$ cat src/rtl/seg7_pkg.sv
// seg7_pkg: constants shared by the 7-segment driver and the reader.
//   SEG_0..SEG_F : segment glyphs, bit order {a,b,c,d,e,f,g}, active high
//   SEG_BLANK    : all segments off
//   state_t      : reader FSM state encoding
package seg7_pkg;

  localparam logic [6:0] SEG_0     = 7'b1111110;
  localparam logic [6:0] SEG_1     = 7'b0110000;
  localparam logic [6:0] SEG_2     = 7'b1101101;
  localparam logic [6:0] SEG_3     = 7'b1111001;
  localparam logic [6:0] SEG_4     = 7'b0110011;
  localparam logic [6:0] SEG_5     = 7'b1011011;
  localparam logic [6:0] SEG_6     = 7'b1011111;
  localparam logic [6:0] SEG_7     = 7'b1110000;
  localparam logic [6:0] SEG_8     = 7'b1111111;
  localparam logic [6:0] SEG_9     = 7'b1111011;
  localparam logic [6:0] SEG_A     = 7'b1110111;
  localparam logic [6:0] SEG_B     = 7'b0011111;
  localparam logic [6:0] SEG_C     = 7'b1001110;
  localparam logic [6:0] SEG_D     = 7'b0111101;
  localparam logic [6:0] SEG_E     = 7'b1001111;
  localparam logic [6:0] SEG_F     = 7'b1000111;
  localparam logic [6:0] SEG_BLANK = 7'b0000000;

  typedef enum logic [1:0] {
    IDLE   = 2'd0,
    TRACK  = 2'd1,
    LOCKED = 2'd2
  } state_t;

endpackage

$ cat src/rtl/seg7_pattern_lut.sv
// seg7_pattern_lut: combinational glyph-to-hex decode.
//   pattern [6:0] in  : segment pattern {a..g}
//   hit         out : pattern is one of the 16 hex glyphs
//   digit [3:0] out : decoded value, 0 when hit=0
module seg7_pattern_lut
  import seg7_pkg::*;
(
  input  logic [6:0] pattern,
  output logic       hit,
  output logic [3:0] digit
);

  always_comb begin
    hit   = 1'b1;
    digit = 4'h0;
    case (pattern)
      SEG_0:   digit = 4'h0;
      SEG_1:   digit = 4'h1;
      SEG_2:   digit = 4'h2;
      SEG_3:   digit = 4'h3;
      SEG_4:   digit = 4'h4;
      SEG_5:   digit = 4'h5;
      SEG_6:   digit = 4'h6;
      SEG_7:   digit = 4'h7;
      SEG_8:   digit = 4'h8;
      SEG_9:   digit = 4'h9;
      SEG_A:   digit = 4'hA;
      SEG_B:   digit = 4'hB;
      SEG_C:   digit = 4'hC;
      SEG_D:   digit = 4'hD;
      SEG_E:   digit = 4'hE;
      SEG_F:   digit = 4'hF;
      default: begin
        hit   = 1'b0;
        digit = 4'h0;
      end
    endcase
  end

endmodule

$ cat src/rtl/seg7_reader.sv
// seg7_reader: samples raw segment lines, filters glitches, decodes stable
// patterns to hex digits and offers them over valid/ready.
//   clk, rst_n     : clock, synchronous active-low reset
//   en             : sampling enable
//   a..g           : segment lines, active high
//   ready          : consumer accepts digit when valid=1
//   digit [3:0]    : decoded value (0 when err=1)
//   valid          : result pending
//   err            : stable pattern was not a hex glyph
//   blank          : last stable pattern was all-off
//   overrun        : sticky, a pending result was overwritten
//
// state  | meaning
// IDLE   | en=0, counter cleared, no events
// TRACK  | counting consecutive identical samples
// LOCKED | current pattern already reported, waiting for a change
module seg7_reader
  import seg7_pkg::*;
#(
  parameter int STABLE_CYCLES = 4
) (
  input  logic       clk,
  input  logic       rst_n,
  input  logic       en,
  input  logic       a,
  input  logic       b,
  input  logic       c,
  input  logic       d,
  input  logic       e,
  input  logic       f,
  input  logic       g,
  input  logic       ready,
  output logic [3:0] digit,
  output logic       valid,
  output logic       err,
  output logic       blank,
  output logic       overrun
);

  localparam int             CW         = $clog2(STABLE_CYCLES + 1);
  localparam logic [CW-1:0]  CNT_TARGET = CW'(STABLE_CYCLES);

  logic [6:0]    r_sample;
  logic [6:0]    r_prev;
  logic [CW-1:0] r_cnt;
  logic [CW-1:0] w_cnt_next;
  state_t        r_state;
  state_t        w_state_next;
  logic          w_same;
  logic          w_event;
  logic          w_hit;
  logic [3:0]    w_lut_digit;
  logic [3:0]    r_digit;
  logic          r_valid;
  logic          r_err;
  logic          r_blank;
  logic          r_overrun;

  always_ff @(posedge clk) begin
    if (!rst_n) begin
      r_sample <= 7'b0;
      r_prev   <= 7'b0;
    end else begin
      r_sample <= {a, b, c, d, e, f, g};
      r_prev   <= r_sample;
    end
  end

  assign w_same = (r_sample == r_prev);

  seg7_pattern_lut u_lut (
    .pattern (r_sample),
    .hit     (w_hit),
    .digit   (w_lut_digit)
  );

  // State register
  always_ff @(posedge clk) begin
    if (!rst_n) begin
      r_state <= IDLE;
      r_cnt   <= '0;
    end else begin
      r_state <= w_state_next;
      r_cnt   <= w_cnt_next;
    end
  end

  // Next-state logic
  always_comb begin
    w_state_next = r_state;
    if (!en) begin
      w_state_next = IDLE;
    end else begin
      case (r_state)
        IDLE:    w_state_next = TRACK;
        TRACK:   if (w_cnt_next == CNT_TARGET) w_state_next = LOCKED;
        LOCKED:  if (!w_same) w_state_next = TRACK;
        default: w_state_next = IDLE;
      endcase
    end
  end

  // Counter update and event generation. Entering TRACK from IDLE leaves the
  // counter at 0, so the first tracked sample always counts as 1.
  always_comb begin
    w_cnt_next = r_cnt;
    w_event    = 1'b0;
    if (!en) begin
      w_cnt_next = '0;
    end else begin
      case (r_state)
        IDLE: w_cnt_next = '0;
        TRACK: begin
          if (w_same)
            w_cnt_next = (r_cnt == CNT_TARGET) ? r_cnt : r_cnt + 1'b1;
          else
            w_cnt_next = CW'(1);
          w_event = (w_cnt_next == CNT_TARGET);
        end
        LOCKED: if (!w_same) w_cnt_next = CW'(1);
        default: w_cnt_next = '0;
      endcase
    end
  end

  // Result holding register. An event in the same cycle as an acceptance
  // reloads the result, so valid stays high without flagging overrun.
  always_ff @(posedge clk) begin
    if (!rst_n) begin
      r_digit   <= 4'h0;
      r_valid   <= 1'b0;
      r_err     <= 1'b0;
      r_blank   <= 1'b0;
      r_overrun <= 1'b0;
    end else begin
      if (r_valid && ready) r_valid <= 1'b0;
      if (w_event) begin
        if (r_sample == SEG_BLANK) begin
          r_blank <= 1'b1;
        end else begin
          r_blank <= 1'b0;
          r_valid <= 1'b1;
          r_digit <= w_hit ? w_lut_digit : 4'h0;
          r_err   <= ~w_hit;
          if (r_valid && !ready) r_overrun <= 1'b1;
        end
      end
    end
  end

  assign digit   = r_digit;
  assign valid   = r_valid;
  assign err     = r_err;
  assign blank   = r_blank;
  assign overrun = r_overrun;

endmodule
$ cat config.mk
export PLATFORM = sky130hd
export DESIGN_NAME = seg7_reader
export DESIGN_NICKNAME = d
export VERILOG_FILES = /design/src/rtl/seg7_pkg.sv /design/src/rtl/seg7_pattern_lut.sv /design/src/rtl/seg7_reader.sv
export SDC_FILE = /design/constraint.sdc
export NUM_CORES = 1
export LEC_CHECK = 0
export BUFFER_PORTS_ARGS = -buffer_cell sky130_fd_sc_hd__buf_2
export CAP_MARGIN = 15
export CELL_PAD_IN_SITES_DETAIL_PLACEMENT = 0
export CELL_PAD_IN_SITES_GLOBAL_PLACEMENT = 2
export CORE_UTILIZATION = 30
export DETAILED_ROUTE_END_ITERATION = 6
export HOLD_SLACK_MARGIN = 0.03
export PLACE_DENSITY = 0.7
export RECOVER_POWER = 50
export SYNTH_ARGS = -nofsm -noshare
export SYNTH_HDL_FRONTEND = slang
export SYNTH_SLANG_ARGS = --single-unit
$ cat constraint.sdc
create_clock -name clk -period 2.2 [get_ports clk]
set_clock_uncertainty 0.1 [all_clocks]
set_input_delay 0.11 -clock clk [delete_from_list [all_inputs] [get_ports clk]]
set_output_delay 0.11 -clock clk [all_outputs]
set_load 0.01 [all_outputs]
==> After elaboration in Yosys (flattened, before gate mapping) <==
Cells that the tools add are included.
{ "totals": {"ff_bits": 27, "input_bits": 11, "out_inout_bits": 8, "elab_cells": 65} }
{ "classes": {"n_addsub": 1, "eq_ne": 24, "n_mux": 19, "bitwise_logic": 2, "n_reduce_logical": 10} }
{ "ops": {"columns": ["cell", "count"], "rows": [
  ["== test 7 bit, second input constant", 12],
  ["case mux 4 bit (15 select lines)", 1],
  ["== test 7 x 6 -> 1 bit, second input constant", 3],
  ["two-way mux 3 bit", 6],
  ["OR reduction 16 bit", 1],
  ["== test 3 bit, second input constant", 3],
  ["== test 7 x 5 -> 1 bit, second input constant", 1],
  ["== test 7 bit", 1],
  ["logical NOT 7 bit", 1],
  ["two-way mux 1 bit", 7],
  ["case mux 2 bit (3 select lines)", 1],
  ["case mux 3 bit (2 select lines)", 1],
  ["AND reduction 2 bit", 3],
  ["two-way mux 2 bit", 2],
  ["two-way mux 4 bit", 1],
  ["!= test 2 bit, second input constant", 2],
  ["adder 3 x 1 -> 3 bit, second input constant", 1],
  ["AND reduction 3 bit", 1],
  ["== test 2 x 1 -> 1 bit, second input constant", 1],
  ["== test 2 bit, second input constant", 1],
  ["logical AND 1 bit", 2],
  ["logical NOT 2 bit", 1],
  ["inverter 1 bit", 2],
  ["logical NOT 1 bit", 1]
]} }

==> Logic depth before layout (Yosys ltp) <==
Gate-level depths: netlist of the first run.
{ "depth": {"word_depth": 10, "ltp_mapped": 8} }

==> Hierarchy <==
Synthesis of the first run repeated with hierarchy kept, for this count alone.
{ "hier_totals": {"cells_unflattened": 173, "area_unflattened_um2": 1535.2} }
{ "modules_own_cells": {"columns": ["module", "n_inst", "cells_per_inst", "area_per_inst_um2"], "rows": [
  ["seg7_reader", 1, 121, 1201.2],
  ["seg7_pattern_lut", 1, 52, 334.1]
]} }

==> Least setup slack after synthesis of the first run <==
No wires, ideal clock.
{ "synth_path": {"path_type": "reg2reg", "from": "register r_sample[2]", "to": "register r_digit[1], in the netlist digit[1]", "setup_ns": 0.123, "t_arrival_ns": 1.794, "slack_ns": 0.183, "path_stages_with_launch": 8, "n_path_buf": 1, "path_cell_list": "dfxtp_1 -> buf_2 -> xnor2_2 -> nand4_1 -> or2_4 -> or4_4 -> nor4_1 -> nor3_1"} }
{ "synth_between": {"elab_chain_cells": 8, "word_cells_on_any_way": 30, "classes_between": "eq/ne (18); mux (8); bitwise (1); reduce/logical (3)"} }
{ "synth_lines": {"columns": ["element", "line", "rtl"], "rows": [
  ["start, declared", "seg7_reader.sv:43", "logic [6:0] r_sample;"],
  ["start signal, assigned", "seg7_reader.sv:64", "r_sample <= {a, b, c, d, e, f, g};"],
  ["== test 7 bit", "seg7_reader.sv:69", "assign w_same = (r_sample == r_prev);"],
  ["two-way mux 3 bit", "seg7_reader.sv:114", "if (w_same)"],
  ["two-way mux 3 bit", "seg7_reader.sv:111", "case (r_state)"],
  ["two-way mux 3 bit", "seg7_reader.sv:108", "if (!en) begin"],
  ["== test 3 bit", "seg7_reader.sv:118", "w_event = (w_cnt_next == CNT_TARGET);"],
  ["two-way mux 1 bit", "seg7_reader.sv:111", null],
  ["two-way mux 1 bit", "seg7_reader.sv:108", null],
  ["AND reduction 2 bit (no line)", null, null],
  ["end signal, assigned", "seg7_reader.sv:143", "r_digit <= w_hit ? w_lut_digit : 4'h0;"],
  ["end, declared", "seg7_reader.sv:53", "logic [3:0] r_digit;"]
]} }
Parallel ways exist; a longest one is shown, timed or not. The select of a mux whose other input is x is not followed.
A chain may end at the register's enable or synchronous reset.

==> Final worst setup path of the first run <==
{ "layout_path": {"from": "register r_sample[0]", "to": "register r_digit[1], in the netlist digit[1]"} }
The elaborated chain is that of the path after synthesis.

==> impl_metrics.tcl, run 1 <==
set metrics [dict create \
    maxCapViolCount 0 \
    synth_cell_type_count 41 \
    async_flop_share_pct 0 \
    yosysWarnings 0 \
    cts_tree "done" \
    layout_common_cells "25 x dfxtp_1, 22 x nor2_1, 15 x buf_2" \
    reg2reg_slack_ns 0.16 \
    grt_pass1_vias 1298 \
    critPathRequiredTime_ns 2.26 \
    slew_headroom_pct 66.4 \
    antenna_found_initial 0 \
    tightest_slew_ns 0.502 \
    drc 0 \
    p_leak_nw 0.720 \
    drt-initial-drc-count 62 \
    fin_tns_setup_ns 0 \
    cts_root_buf "clkbuf_8" \
    reg2reg_depth 6 \
    htree_levels 1 \
    startpoint_type "flop" \
    viasPerCell 4.95 \
    clockBufferDepth 2 \
    holdPathEnd "r_state[1]" \
    fin_crit_sh_pct 92.8 \
    place_hpwl_mm 2.56 \
    cts_buffers 3 \
    synth_seq_area_share_pct 37.9 \
    syn-num-nets 184 \
    r2r_start "r_sample[0]" \
    synthesis.instances 167 \
    slowest_delay_ns 0.56 \
    synth_ff_type "dfxtp_1" \
    setup_viol_count_final 0 \
    io_pins 19 \
    routed_wirelength_mm 3.33 \
    slew_viol_final 0 \
    ir_worst_vdd_uv 190 \
    rows 24 \
    synth_area_per_cell_um2 8.54 \
    drive_gt1_share_pct 18.4 \
    routedWlPerCell_um 13.1 \
    grt_overflow 0 \
    fmax_ghz 0.490 \
    post_cts_buffers 0 \
    yosysTopAreaCell "dfxtp_1" \
    fp.dieArea_mm2 0.00503 \
    place_area_mm2 0.00162 \
    area_delta_synth_final_pct 23.9 \
    final_nets 219 \
    fp.dieH_um 71.0 \
    grt_use_total_pct 14.7 \
    syn-cell-area_mm2 0.00143 \
    final_cell_area_mm2 0.00177 \
    power_density_mw_per_mm2 516 \
    io_buffer_count 18 \
    path_clk_slew_ns 0.09 \
    die_w_um 71.0 \
    path_class "flop to flop" \
    rsz0062_at_grt "false" \
    core_mm2 0.00447 \
    synth-seq-cells 27 \
    synth-edff-count 0 \
    dr.pass1.iters 6 \
    hold_start "rst_n" \
    worstPathArrival_ns 2.10 \
    ant_nets 0 \
    num_antenna_cells 0 \
    grt_max_degree 19 \
    min_path_cells 2 \
    finalCriticalPeriod_ns 2.04 \
    clock_sinks 27 \
    worstPathMaxFanout 4 \
    netlist.area_leader.share_pct 37.9 \
    cp-end-kind "flop" \
    final_common_cell "dfxtp_1" \
    grt_pass1_wl_mm 5.92 \
    r2r_end "digit[1]" \
    crit_chain "xnor2_2 > nand4_1 > or2_4 > or4_4 > nor4_2 > nor3_1" \
    vias 1252 \
    nFillCells 467 \
    hold_viol 0 \
    start_util_pct 31.9 \
    netlist_top_cells_area "dfxtp_1 38%, nor2_1 5.8%, and2_1 5.3%" \
    holdCritPathClass "input port to flop" \
    clk_latency_ns 0.27 \
    outcome "completed" \
    worst_path_max_delay_cell "or4_4" \
    gp_congestion 0.846 \
]
## synth_stat cells (2+ instances only)
library cell   n
a2111oi_0      2
a211oi_1       2
a21o_1         3
a21oi_1        4
a221oi_1       2
and2_1        12
and3_1         2
buf_6          2
clkbuf_1       6
dfxtp_1       27
ha_1           6
inv_1          8
mux2i_1        3
nand2_1       11
nand2b_1       2
nand3_1        7
nand3b_1       3
nand4_1        2
nor2_1        22
nor2b_1        3
nor3_1         6
nor4_1         3
o211ai_1       2
o21ai_0        4
xnor2_1        6
xnor2_2        2
## registers in the layout (all words and copies together) (netlist names)
signal    cells
r_state       2
valid         1
blank         1
r_sample      7
r_prev        7
overrun       1
digit         4
r_cnt         3
err           1
## power by group
| part | switching, W | internal (W) | total (W) |
|---|---|---|---|
| Sequential | 0.00000972 | 0.000502 | 0.000512 |
| Combinational | 0.0000657 | 0.0000595 | 0.000125 |
| Clock | 0.000148 | 0.000127 | 0.000274 |
## worst max-delay path, delay by kind of cell, from the launching register on
family	cells	cell delay (ns)
XOR/XNOR	1	0.12
flip-flops	1	0.38
AND/OR/NAND/NOR	5	1.33
## cells by family after synthesis
kind of cell | Yosys count | synth area share (%)
and+or+nand+nor | 80 | 30.5
adders and majority gates | 6 | 5.26
AOI/OAI and AO/OA | 25 | 12.4
DFF | 27 | 37.9
buffers and inverters | 18 | 5.88
muxes | 3 | 2.11
xor gates and xnor gates | 8 | 5.96
## worst max-delay path by stage
stage / slack, ns / startpoint / depth (start not counted) / endpoint
after floorplan: 0.18 / r_sample[2] / 7 / digit[1]
after global placement: 0.16 / r_cnt[0] / 8 / r_state[0]
after detailed placement: 0.07 / r_cnt[0] / 7 / digit[3]
after CTS: 0.06 / r_cnt[0] / 7 / digit[3]
after global routing: 0.007 / r_sample[6] / 6 / digit[3]
final: 0.16 / r_sample[0] / 6 / digit[1]
## repair_timing
item	4_1_cts	5_1_grt
setup endpoints to repair	0	5
hold endpoints to repair	9	0
hold buffers	9	0
resized for setup	0	5
## metal layers
metal / GRT usage (%) / vias to the layer above / share of wire, %
met2: 27.4 / 17 / 48
met4: 3.33 / 0 / 0.51
met1: 17.7 / 587 / 49
met3: 2.28 / 2 / 2.6
met5: 0 / - / 0
li1: - / 646 / -
## metrics by stage
step	total power [W]	util, %	cells	worst slack, ns	hold slack (ns)
floorplan	0.000600	-	167	0.183	0.137
global placement	0.000636	36.2	240	0.157	0.215
detailed placement	0.000639	36.2	240	0.0733	0.221
CTS	0.000929	39.3	253	0.0576	0.144
global route	0.000966	39.5	253	0.00686	0.151
finish	0.000911	39.5	253	0.158	0.145
## cell type report
class	count	area (um^2)	area share [%]
inverters	9	33.8	1.91
repair buffers	39	255	14.4
flip-flops and latches	27	543	30.7
well taps	52	65.1	3.68
multi-input cells	122	823	46.6
clock inverters	1	5.00	0.283
clock buffers	3	41.3	2.34
No activity file was read; power rests on OpenSTA's default activity.
==> inputs of run 2 (changes only) <==
--- a/config.mk
+++ b/config.mk
@@ -9,10 +9,10 @@
 export CAP_MARGIN = 15
 export CELL_PAD_IN_SITES_DETAIL_PLACEMENT = 0
 export CELL_PAD_IN_SITES_GLOBAL_PLACEMENT = 2
-export CORE_UTILIZATION = 30
+export CORE_UTILIZATION = 34
 export DETAILED_ROUTE_END_ITERATION = 6
 export HOLD_SLACK_MARGIN = 0.03
-export PLACE_DENSITY = 0.7
+export PLACE_DENSITY_LB_ADDON = 0.1
 export RECOVER_POWER = 50
 export SYNTH_ARGS = -nofsm -noshare
 export SYNTH_HDL_FRONTEND = slang
==> impl_metrics.tcl, run 2 (synthesis gave the netlist of run 1 again) <==
set metrics [dict create \
    outcome "completed" \
    path_class "flop to flop" \
    dr.pass1.iters 4 \
    holdCritPathClass "input port to flop" \
    grt_overflow 0 \
    grt_use_met2_pct 29.8 \
    io_pins 19 \
    ir_worst_vdd_uv 339 \
    reg2reg_depth 6 \
    tightest_slew_ns 0.500 \
    area_delta_synth_final_pct 23.7 \
    grt_max_degree 19 \
    post-place-ws_ns 0.0747 \
    place_hpwl_mm 2.39 \
    antenna_found_initial 0 \
    die_w_um 66.8 \
    grt_pass1_wl_mm 5.45 \
    clockBufferDepth 2 \
    final_nets 219 \
    r2r_end "digit[3]" \
    cp-endpoint "digit[3]" \
    gp_congestion 0.857 \
    routed_wirelength_mm 3.23 \
    cts_root_buf "clkbuf_8" \
    final_common_cell "dfxtp_1" \
    p_leak_nw 0.728 \
    min_path_cells 2 \
    htree_levels 1 \
    drive_gt1_share_pct 19.4 \
    reg2reg_slack_ns 0.12 \
    clk_latency_ns 0.28 \
    worstPathArrival_ns 2.15 \
    grtUsageMet1_pct 19.5 \
    drt-initial-drc-count 71 \
    clock_sinks 27 \
    hold_viol 0 \
    fp.dieArea_mm2 0.00446 \
    worstPathMaxFanout 4 \
    rows 23 \
    critPathRequiredTime_ns 2.27 \
    finalCriticalPeriod_ns 2.08 \
    fin_tns_setup_ns 0 \
    ant_nets 0 \
    grt_use_total_pct 16.3 \
    drc 0 \
    start_util_pct 35.7 \
    startpoint "r_sample[2]" \
    fin_crit_sh_pct 94.5 \
    cts_tree "done" \
    maxCapViolCount 0 \
    routedWlPerCell_um 12.9 \
    fmax_ghz 0.481 \
    r2r_start "r_sample[2]" \
    num_antenna_cells 0 \
    slew_headroom_pct 66.5 \
    setup_slack_ns 0.122 \
    fp.dieH_um 66.8 \
    power_density_mw_per_mm2 531 \
    startpoint_type "flop" \
    vias 1253 \
    viasPerCell 4.99 \
    core_mm2 0.00400 \
    cp-end-kind "flop" \
    post_cts_buffers 0 \
    slew_viol_final 0 \
    io_buffer_count 18 \
    fin_hold_ws_ns 0.135 \
    setup_viol_count_final 0 \
    cts_buffers 3 \
    grt_pass1_vias 1207 \
    grtUsageMet3_pct 2.57 \
    layout_common_cells "25 x dfxtp_1, 22 x nor2_1, 16 x buf_2" \
    grt_busiest_layer "met2" \
    rsz0062_at_grt "false" \
    path_clk_slew_ns 0.10 \
]
run 2: power by group:
part	switching (W)	internal, W	total (W)
logic	0.0000643	0.0000603	0.000125
registers	0.00000962	0.000502	0.000512
clock network	0.000168	0.000133	0.000301
total	0.000242	0.000696	0.000937
run 2: cell type report:
type	count	area, um^2
Fill cell	413	2240
Inverter	9	33.8
Tap cell	50	62.6
Clock buffer	3	41.3
Multi-Input combinational cell	122	815
Sequential cell	27	543
Clock inverter	1	8.76
Timing Repair Buffer	39	260
run 2: repair_timing:
action / 4_1_cts / 5_1_grt
hold endpoints to repair: 9 / 0
hold buffers: 9 / 0
gates resized for setup: 0 / 4
endpoints found under the setup margin: 0 / 4
run 2: worst min-delay path by stage:
| stage | start | end | slack (ns) |
|---|---|---|---|
| 6_report | rst_n | r_state[1] | 0.13 |
| 5_1_grt | rst_n | r_state[1] | 0.16 |
| 4_1_cts | rst_n | r_state[1] | 0.13 |
| 3_5_place_dp | g | r_sample[0] | 0.22 |
| 3_3_place_gp | f | r_sample[1] | 0.21 |
| 2_1_floorplan | g | r_sample[0] | 0.14 |
run 2: worst max-delay path: stages (launching register included):
cell     delay, ns
dfxtp_1       0.39
xnor2_2       0.12
nand4_1       0.17
or2_4         0.29
or4_4         0.56
nor4_2        0.27
nor3_1        0.07
run 2: through the flow:
stage / std cells / instance area [um^2] / total power (W) / util, %
2_1_floorplan: 167 / 1430 / 0.000600 / -
3_3_place_gp: 238 / 1620 / 0.000637 / 40.5
3_5_place_dp: 238 / 1620 / 0.000638 / 40.5
4_1_cts: 251 / 1760 / 0.000957 / 44.0
5_1_grt: 251 / 1760 / 0.000991 / 44.1
6_report: 251 / 1760 / 0.000937 / 44.1
run 2: routing by layer:
metal	routed length, um	up-vias
met5	0	-
met4	21	0
met3	75	2
met2	1580	22
met1	1560	587
li1	-	642
==> inputs of run 3 (changes only) <==
--- a/config.mk
+++ b/config.mk
@@ -5,11 +5,12 @@
 export SDC_FILE = /design/constraint.sdc
 export NUM_CORES = 1
 export LEC_CHECK = 0
+export ABC_AREA = 1
 export BUFFER_PORTS_ARGS = -buffer_cell sky130_fd_sc_hd__buf_2
 export CAP_MARGIN = 15
 export CELL_PAD_IN_SITES_DETAIL_PLACEMENT = 0
 export CELL_PAD_IN_SITES_GLOBAL_PLACEMENT = 2
-export CORE_UTILIZATION = 34
+export CORE_UTILIZATION = 31
 export DETAILED_ROUTE_END_ITERATION = 6
 export HOLD_SLACK_MARGIN = 0.03
 export PLACE_DENSITY_LB_ADDON = 0.1
==> impl_metrics.tcl, run 3 <==
set metrics [dict create \
    outcome "completed" \
    viasPerCell 4.32 \
    fin_crit_sh_pct 88.7 \
    rows 25 \
    internal-power_w 0.000673 \
    slew_viol_final 0 \
    sequentialPowerShare_pct 57.3 \
    nFillCells 539 \
    grt_use_total_pct 15.0 \
    met1_length_mm 1.80 \
    async_flop_share_pct 0 \
    synth-seq-cells 27 \
    die_w_um 72.3 \
    wl_met2_mm 1.43 \
    top_layer_used "met4" \
    cp-end-kind "flop" \
    synth.area.mux_share_pct 0 \
    final_cell_area_mm2 0.00183 \
    finalCriticalPeriod_ns 1.95 \
    worstPathArrival_ns 2.07 \
    clock_power_share_pct 31.6 \
    path_clk_slew_ns 0.09 \
    startpoint "r_sample[2]" \
    routed_wirelength_mm 3.39 \
    dr_wl_met3_um 68 \
    vias 1440 \
    syn-cell-area_mm2 0.00153 \
    synth_common_cells "73 x nand2_1, 43 x inv_1, 27 x dfxtp_1" \
    grt_overflow 0 \
    synth_xor_xnor_area_share_pct 1.71 \
    synthAdderAreaFrac_pct 4.90 \
    synth_seq_area_share_pct 35.3 \
    synth-edff-count 0 \
    hold_viol 0 \
    fin_total_pwr_w 0.000903 \
    start_util_pct 32.2 \
    p_leak_nw 0.911 \
    grt_pass1_wl_mm 6.11 \
    yosysWarnings 0 \
    startpoint_type "flop" \
    tightest_slew_ns 0.371 \
    ir_worst_vdd_uv 233 \
    synth_area_per_cell_um2 6.47 \
    synth_compound_area_share_pct 5.96 \
    netlist_top_cells_area "dfxtp_1 35%, nand2_1 18%, inv_1 11%" \
    io_buffer_count 18 \
    dr.pass1.iters 4 \
    layout_common_cells "73 x nand2_1, 43 x inv_1, 25 x dfxtp_1" \
    yosysTopAreaCell "dfxtp_1" \
    clk_latency_ns 0.27 \
    swShare_pct 25.5 \
    netlist.area_leader.share_pct 35.3 \
    fp.dieArea_mm2 0.00523 \
    power_density_mw_per_mm2 494 \
    synth_cell_type_count 29 \
    place_area_mm2 0.00170 \
    synthMostInstantiatedCell "nand2_1" \
    drc 0 \
    num_antenna_cells 0 \
    synthesis.instances 237 \
    syn-num-nets 254 \
    setup_viol_count_final 0 \
    core_mm2 0.00475 \
    cts_tree "done" \
    final_common_cell "nand2_1" \
    gp_congestion 0.832 \
    cts_root_buf "clkbuf_8" \
    switching_power_w 0.000230 \
    holdCritPathClass "input port to flop" \
    hold_start "en" \
    critPathRequiredTime_ns 2.32 \
    fp.dieH_um 72.3 \
    drive_gt1_share_pct 12.0 \
    path_class "flop to flop" \
    synth_ff_type "dfxtp_1" \
    routedWlPerCell_um 10.2 \
    yosys.area_share.simple_pct 39.3 \
    slew_headroom_pct 75.0 \
    cts_buffers 3 \
    comb_power_share_pct 11.1 \
    io_pins 19 \
    rsz0062_at_grt "false" \
    htree_levels 1 \
    synth_top_family_by_area "simple AND/OR/NAND/NOR gates" \
    maxCapViolCount 0 \
    post_cts_buffers 0 \
    antenna_found_initial 0 \
    clock_sinks 27 \
    r2r_start "r_sample[2]" \
    grt_max_degree 23 \
    area_delta_synth_final_pct 19.2 \
    clockBufferDepth 2 \
    worstPathMaxFanout 8 \
    grt_pass1_vias 1359 \
    place_hpwl_mm 2.61 \
    drt-initial-drc-count 62 \
    final_nets 284 \
    fin_tns_setup_ns 0 \
    ant_nets 0 \
    fmax_ghz 0.513 \
]
-- run 3: worst max-delay path, cell delays in order, from the launching register on --
cell and delay [ns]:
dfxtp_1 0.42, inv_2 0.09, nand2_1 0.06, nand2_1 0.05, nor2_1 0.12, nand2_1 0.12
nor2_4 0.20, nand2_2 0.08, nor2_2 0.08, nand4_1 0.13, nor2_4 0.17, inv_2 0.08
nor2_2 0.08, nand2_1 0.06, nand2_1 0.06
-- run 3: final cells by class --
class	instances	area (um^2)	share of cell area, %
Multi-Input combinational cell	160	801	43.8
Sequential cell	27	543	29.7
Timing Repair Buffer	28	178	9.73
Inverter	47	176	9.66
Tap cell	67	83.8	4.59
Clock buffer	4	45.0	2.47
-- run 3: layer usage --
layer  vias to the layer above  GRT usage [%]
li1                        790              -
met2                        18           22.6
met3                         9           2.36
met5                         -              0
met4                         0           7.41
met1                       623           20.8
-- run 3: repair_timing --
item	in CTS	in global routing
setup endpoints to repair	0	6
hold endpoints to repair	9	0
gates resized for setup	0	3
hold buffers	8	0
-- run 3: path summary, 6_finish.rpt --
| check | end | slack, ns | cells after the start |
|---|---|---|---|
| setup / recovery | digit[3] | 0.25 | 14 |
| hold / removal | r_state[0] | 0.08 | 5 |
| setup reg to reg | digit[3] | 0.25 | 14 |
| hold reg to reg | overrun | 0.36 | 2 |
-- run 3: power groups by stage --
stage               Sequential, W  Combinational [W]  Clock (W)
floorplan                0.000523          0.0000665          0
global placement         0.000528          0.0000951          0
detailed placement       0.000528          0.0000911          0
CTS                      0.000517           0.000102   0.000308
global route             0.000520           0.000116   0.000328
finish                   0.000517           0.000100   0.000286
-- run 3: cells by family after synthesis --
family                   after synthesis
AND/OR/NAND/NOR                      135
flip-flops                            27
AO/OA/AOI/OAI                         16
adder cells (fa/ha/maj)                6
buffers and inverters                 50
XOR/XNOR                               3
-- run 3: through the flow --
step	hold slack [ns]	cells	worst slack, ns	util, %
after floorplan	0.108	237	0.513	-
after global placement	0.191	321	0.188	35.8
after detailed placement	0.194	321	0.192	35.8
after CTS	0.0687	333	0.151	38.4
after global routing	0.0930	333	0.0234	38.4
final	0.0756	333	0.250	38.4
